File: config.mk
export PLATFORM = sky130hd
export DESIGN_NAME = hazard_ctrl
export DESIGN_NICKNAME = d
export VERILOG_FILES = /design/src/rtl/hazard_ctrl.sv
export SDC_FILE = /design/constraint.sdc
export NUM_CORES = 1
export LEC_CHECK = 0
export BUFFER_PORTS_ARGS = -buffer_cell sky130_fd_sc_hd__buf_2
export CAP_MARGIN = 20
export CELL_PAD_IN_SITES_DETAIL_PLACEMENT = 0
export CELL_PAD_IN_SITES_GLOBAL_PLACEMENT = 1
export CORE_UTILIZATION = 31
export CTS_BUF_LIST = sky130_fd_sc_hd__clkbuf_8
export DETAILED_ROUTE_END_ITERATION = 7
export GPL_TIMING_DRIVEN = 0
export PLACE_DENSITY_LB_ADDON = 0.1
export SKIP_LAST_GASP = 1
export SYNTH_ARGS = -nofsm -noshare
export SYNTH_HDL_FRONTEND = slang
export SYNTH_SLANG_ARGS = --single-unit
File: constraint.sdc
create_clock -name clk -period 2.4 [get_ports clk]
set_input_delay 0.12 -clock clk [delete_from_list [all_inputs] [get_ports clk]]
set_output_delay 0.12 -clock clk [all_outputs]
set_load 0.02 [all_outputs]
File: src/rtl/hazard_ctrl.sv
// Hazard controller for the 5-stage core: operand forwarding, load-use and
// MDU stalls, branch flushes, and the registered hazard request line.
module hazard_ctrl #(
    parameter int MDU_LAT = 4,
    parameter int REG_AW  = 5
) (
    input  logic              clk,
    input  logic              hazreset,
    input  logic [REG_AW-1:0] rs1_d,
    input  logic [REG_AW-1:0] rs2_d,
    input  logic [REG_AW-1:0] rs1_e,
    input  logic [REG_AW-1:0] rs2_e,
    input  logic [REG_AW-1:0] rd_e,
    input  logic [REG_AW-1:0] rd_m,
    input  logic [REG_AW-1:0] rd_w,
    input  logic              regwrite_m,
    input  logic              regwrite_w,
    input  logic              memread_e,
    input  logic              pcsrc_e,
    input  logic              mdu_start_e,
    output logic [1:0]        fwd_a_e,
    output logic [1:0]        fwd_b_e,
    output logic              stall_f,
    output logic              stall_d,
    output logic              stall_e,
    output logic              flush_d,
    output logic              flush_e,
    output logic              flush_m,
    output logic              mdu_done,
    output logic              haz_req
);

    typedef enum logic [1:0] {
        IDLE = 2'd0,
        BUSY = 2'd1,
        DONE = 2'd2
    } mdu_state_t;

    mdu_state_t state_q, state_d;
    logic [3:0] cnt_q, cnt_d;
    logic       mdu_done_q, mdu_done_d;
    logic       haz_req_q, haz_req_d;
    logic       lwstall;
    logic       mdustall;

    function automatic logic [1:0] fwd_sel(input logic [REG_AW-1:0] rs);
        logic [1:0] sel;
        sel = 2'b00;
        if (regwrite_m && rd_m != '0 && rd_m == rs) begin
            sel = 2'b10;
        end else if (regwrite_w && rd_w != '0 && rd_w == rs) begin
            sel = 2'b01;
        end
        return sel;
    endfunction

    always_comb begin
        fwd_a_e = fwd_sel(rs1_e);
        fwd_b_e = fwd_sel(rs2_e);
    end

    always_comb begin
        lwstall = memread_e && (rd_e != '0)
                  && (rd_e == rs1_d || rd_e == rs2_d);
    end

    // A start seen while reset is held must not stall; the FSM is not running.
    always_comb begin
        mdustall = (state_q == BUSY)
                   || (state_q == IDLE && mdu_start_e && !hazreset);
    end

    always_comb begin
        state_d = state_q;
        cnt_d   = cnt_q;
        unique case (state_q)
            IDLE: begin
                if (mdu_start_e) begin
                    state_d = BUSY;
                    cnt_d   = 4'(MDU_LAT - 1);
                end
            end
            BUSY: begin
                cnt_d = cnt_q - 4'd1;
                if (cnt_q == 4'd1) begin
                    state_d = DONE;
                end
            end
            DONE: begin
                state_d = IDLE;
            end
            default: begin
                state_d = IDLE;
                cnt_d   = 4'd0;
            end
        endcase
        mdu_done_d = (state_d == DONE);
        haz_req_d  = lwstall | pcsrc_e | mdustall;
    end

    always_ff @(posedge clk or posedge hazreset) begin
        if (hazreset) begin
            state_q    <= IDLE;
            cnt_q      <= 4'd0;
            mdu_done_q <= 1'b0;
            haz_req_q  <= 1'b0;
        end else begin
            state_q    <= state_d;
            cnt_q      <= cnt_d;
            mdu_done_q <= mdu_done_d;
            haz_req_q  <= haz_req_d;
        end
    end

    always_comb begin
        stall_f  = lwstall | mdustall;
        stall_d  = lwstall | mdustall;
        stall_e  = mdustall;
        flush_m  = mdustall;
        flush_d  = pcsrc_e & ~mdustall;
        flush_e  = (lwstall | pcsrc_e) & ~mdustall;
        mdu_done = mdu_done_q;
        haz_req  = haz_req_q;
    end

endmodule

# Word level (Yosys, flattened, before mapping)
# Index checks and enable logic that the tools add are counted.
[word_totals]
ff_bits = 8
latch_bits = 0
ramBits = 0
mem_bits_ro = 0
input_bits = 42
out_inout_bits = 12
word_cells = 50
memories = 0
[classes]
n_addsub = 1
multipliers = 0
div_mod_pow = 0
n_lt_le_gt_ge = 0
eq_ne = 11
shifts = 0
mux = 9
bitwise = 7
n_reduce_logical = 18
[op_table]
columns = ["cell", "count"]
rows = [
  ["5-bit equality test", 6],
  ["5-bit nonzero test", 3],
  ["4-bit one-hot mux with 3 select lines", 1],
  ["1-bit logical AND", 10],
  ["2-bit two-way mux", 4],
  ["2-bit equality test, second input constant", 2],
  ["4-bit by 1-bit equality test with 1-bit output, second input constant", 1],
  ["4-bit two-way mux", 1],
  ["2-bit one-hot mux with 2 select lines", 1],
  ["4-bit by 1-bit subtractor with 4-bit output, second input constant", 1],
  ["1-bit OR", 3],
  ["1-bit bitwise AND", 2],
  ["2-bit by 1-bit equality test with 1-bit output, second input constant", 1],
  ["2-bit zero test", 1],
  ["1-bit logical OR", 2],
  ["1-bit two-way mux", 2],
  ["2-bit != test, second input constant", 1],
  ["1-bit NOT", 2],
  ["2-bit AND reduction", 1],
  ["1-bit zero test", 1],
]

# Logic depth before layout (Yosys ltp)
[logic_depth]
depth_word = 6
ltp_mapped = 5

# Worst setup path after synthesis
# Ideal clock, no wire load.
[synth_timing]
path_type = "reg-to-output"
from = "register state_q[0]"
to = "output port flush_e"
arrival_time_ns = 1.558
required_ns = 2.280
slack_ns = 0.722
path_stages_with_launch = 5
n_path_buf = 1
cell_sequence = "dfrtp_1 > clkbuf_1 > o21ai_0 > inv_1 > o31ai_1"
[synth_between]
elab_chain_cells = 6
word_cells_on_any_way = 7
cone_classes = "eq/ne: 1; bitwise: 2; reduce/logical: 4"
[synth_rtl]
columns = ["element", "line_no", "source"]
rows = [
  ["from (decl)", "39", "mdu_state_t state_q, state_d;"],
  ["from (signal assigned)", "108", "state_q <= state_d;"],
  ["2-bit zero test", "70", "|| (state_q == IDLE && mdu_start_e && !hazreset);"],
  ["1-bit logical AND (2 in series)", "70", ""],
  ["1-bit logical OR *", "70", ""],
  ["named net flush_m", "28", "output logic flush_m,"],
  ["1-bit NOT *", "121", "flush_e = (lwstall | pcsrc_e) & ~mdustall;"],
  ["1-bit bitwise AND *", "121", ""],
  ["to (decl)", "27", "output logic flush_e,"],
]
# Mark *: on every way through the listed nets, which the timed path passes. The rest lies on a longest branch.

# Worst setup path in the final report
[layout_timing]
from = "register state_q[0]"
to = "output port flush_e"
[layout_between]
elab_chain_cells = 6
word_cells_on_any_way = 7
cone_classes = "eq/ne: 1; bitwise: 2; reduce/logical: 4"
[layout_rtl]
columns = ["element", "line_no"]
rows = [
  ["2-bit zero test", "70"],
  ["1-bit logical AND (2 in series)", "70"],
  ["1-bit logical OR *", "70"],
  ["1-bit NOT *", "121"],
  ["1-bit bitwise AND *", "121"],
]
# Mark *: on every way between the ends. The rest lies on a longest branch, timed or not.

==> impl_metrics.py <==
metrics = {
    "status": {
        "status": "completed",
    },
    "timing": {
        "worstMarginPinSlew_ps": 497,
        "fin_ws_ps": 624,
        "rsz0062_at_grt": "no",
        "setup_viol": 0,
        "slew_viol_final": 0,
        "fmax_ghz": 0.563,
        "setup_tns_ps": 0,
        "maxSlewHeadroom_pct": 66.6,
        "fin_skew_ps": 1.86,
        "hold_violations": 0,
        "final.min_clock_period_ps": 1780,
        "period_share_pct": 74.0,
    },
    "yosys": {
        "ys_types": 24,
        "synthCells": 94,
        "async_flop_share_pct": 100,
        "yosysWarningCount": 0,
        "synth_top_area_share_pct": 26.5,
        "syn_nets": 138,
        "yosys.area.top_type": "xor2_1",
        "synth_edf_count": 0,
        "yosysMostFrequentCell": "xor2_1",
        "synth_area_um2": 795,
        "ys_seq_elements": 8,
        "synth_common_cells": "xor2_1 (24), dfrtp_1 (8), o21ai_0 (8), xnor2_1 (8)",
        "avgSynthCellArea_um2": 8.45,
        "synth_area_leaders": "xor2_1 (26%), dfrtp_1 (25%), xnor2_1 (8.8%)",
        "yosysSeqAreaShare_pct": 25.2,
        "ys.flop_type": "dfrtp_1",
    },
    "place": {
        "postPlaceCellArea_um2": 1090,
        "dpl.hpwl_um": 1750,
        "gp_congestion": 0.704,
        "dp_slack_ps": 784,
        "portBuffers": 53,
    },
    "grt": {
        "gr-total-overflow": 0,
        "grt_pass1_wl_um": 3170,
        "antenna_found_initial": 0,
        "grt_pass1_vias": 814,
        "track_usage_pct": 15.9,
        "grt_max_degree": 10,
    },
    "worst_setup_path": {
        "start_kind": "register",
        "crit_buf_inv": 3,
        "critPathKind": "reg -> out",
        "required_ps": 2280,
        "crit_path_cell_trace": "clkbuf_1 > o21ai_0 > inv_1 > o31ai_1 > buf_2",
        "cp_max_fo": 9,
        "cp.depth": 5,
        "crit_arrival_ps": 1660,
        "max_stage_delay_ps": 350,
        "reg2reg_depth": 5,
        "rr_startpoint": "state_q[0]$_DFF_PP0_",
        "crit_path_start": "state_q[0]$_DFF_PP0_",
        "path_delay_family": "compound AO/OA/AOI/OAI gates",
        "slowest_stage": "dfrtp_1",
        "r2r_slack_ps": 1090,
        "timing.rr.end": "haz_req$_DFF_PP0_",
        "endpoint_kind": "primary output",
        "crit_end": "flush_e",
    },
    "clock_network": {
        "tritoncts": "done",
        "cts_buffers": 3,
        "insertion_delay_ps": 230,
        "cts_buffer_depth": 2,
        "path_clk_slew_ps": 40,
        "clock_sinks": 8,
        "cts-root-buf": "clkbuf_8",
        "htree_levels": 1,
        "cts-resized-gates": 0,
    },
    "route": {
        "drc": 0,
        "wl_um": 1950,
        "initialDrtViolationCount": 6,
        "drt-wirelength-per-cell_um": 10.9,
        "via_per_inst": 4.65,
        "num_vias": 833,
        "ant_nets": 0,
        "first_pass_iters": 4,
    },
    "hold_path": {
        "hold_class": "in -> reg",
    },
    "pwr": {
        "vdd_drop_max_mv": 0.555,
        "p_per_area_nw_per_um2": 764,
        "leakage_nw": 0.575,
    },
    "floorplan": {
        "dieArea_um2": 2770,
        "initial_core_util_pct": 34.3,
        "fp.dieH_um": 52.6,
        "design.core.area_um2": 2320,
        "rows": 17,
        "die_x_um": 52.6,
        "io_pins": 54,
    },
    "final_layout": {
        "design_area_um2": 1150,
        "nFillCells": 234,
        "final_nets": 197,
        "antenna_cells": 0,
        "drive_gt1_share_pct": 40.4,
        "syn2layout_area_growth_pct": 44.3,
    },
    "flow_run": {
        "max_cap_viol_count": 0,
    },
}
## worst reg2reg max path, delay by kind of cell, from the launching register on
kind / cells / cell delay, ps
simple gates: 1 / 90
flops: 1 / 350
buf+inv: 2 / 310
compound gates: 2 / 410
## layer usage
layer  part of all wire, %  up-vias  wire length, um  global-route usage (%)
met5                     0        -                0                       0
met4                   2.2        0               43                    10.5
met3                   6.7        4              131                    2.32
met2                    47       36              910                    26.8
met1                    44      358              864                    18.4
li1                      -      435                -                       -
## final cells by class
| type | instances | area (um2) | area share [%] |
|---|---|---|---|
| buffer | 3 | 18.8 | 1.64 |
| clock buffer | 3 | 41.3 | 3.60 |
| inverter | 6 | 22.5 | 1.97 |
| multi-input combinational | 77 | 553 | 48.3 |
| sequential | 8 | 200 | 17.5 |
| tap | 28 | 35.0 | 3.06 |
| timing repair buffer | 54 | 275 | 24.0 |
## report_power, final
group	switching, W	internal [W]	total (W)
Combinational	0.000287	0.000203	0.000490
Clock	0.0000500	0.000108	0.000158
Sequential	0.0000346	0.000192	0.000227
Total	0.000372	0.000503	0.000875
## sequential cells by signal (all words and copies together), names as in the netlist
signal,count
state_q,2
cnt_q,4
mdu_done,1
haz_req,1
## metrics by stage
stage	utilization (%)	instances	power (W)	hold slack (ps)
6_report	49.4	179	0.000875	117
3_5_place_dp	47.2	175	0.000720	90.0
3_3_place_gp	47.2	175	0.000706	83.3
2_1_floorplan	-	94	0.000555	-64.3
5_1_grt	49.4	179	0.000949	137
4_1_cts	49.4	179	0.000885	118
## worst min path at each step
stage	startpoint	endpoint	cells past startpoint	slack [ps]
3_5_place_dp	hazreset	state_q[0]$_DFF_PP0_	2	90
2_1_floorplan	hazreset	cnt_q[0]$_DFFE_PP0P_	1	-60
6_report	pcsrc_e	haz_req$_DFF_PP0_	3	120
5_1_grt	pcsrc_e	haz_req$_DFF_PP0_	3	140
3_3_place_gp	hazreset	haz_req$_DFF_PP0_	2	80
4_1_cts	pcsrc_e	haz_req$_DFF_PP0_	3	120
## layout by cell type (no fill, tap or decap), drive strengths merged
cell type,netlist,final
clkbuf,1,4
dlygate4sd3,0,1
mux2i,1,1
o21ai,10,10
a22oi,1,1
buf,2,55
nor3,3,3
dfrtp,8,8
or4,5,5
nor4,4,4
o22ai,1,1
xnor2,8,8
ha,2,2
inv,6,6
nor2,6,6
nor2b,1,1
nand2,6,6
o31ai,1,1
xor2,24,24
nand3,2,2
a31oi,1,1
a21oi,1,1
## repair_timing
action / in CTS / in global routing
buffers inserted: 0 / 0
hold buffers: 1 / 0
hold endpoints to repair: 8 / 0
## logic make-up (layout without fill, tap and decap cells)
kind of cell,Yosys count,after routing,synth area share [%]
flip-flops,8,8,25.2
XOR/XNOR,32,32,35.3
multiplexers,1,1,1.26
AO/OA/AOI/OAI,15,15,10.9
buffers and inverters,9,66,5.20
AND/OR/NAND/NOR,27,27,19.1
adder cells (fa/ha/maj),2,2,3.15
No activity file was read; power rests on OpenSTA's default activity.
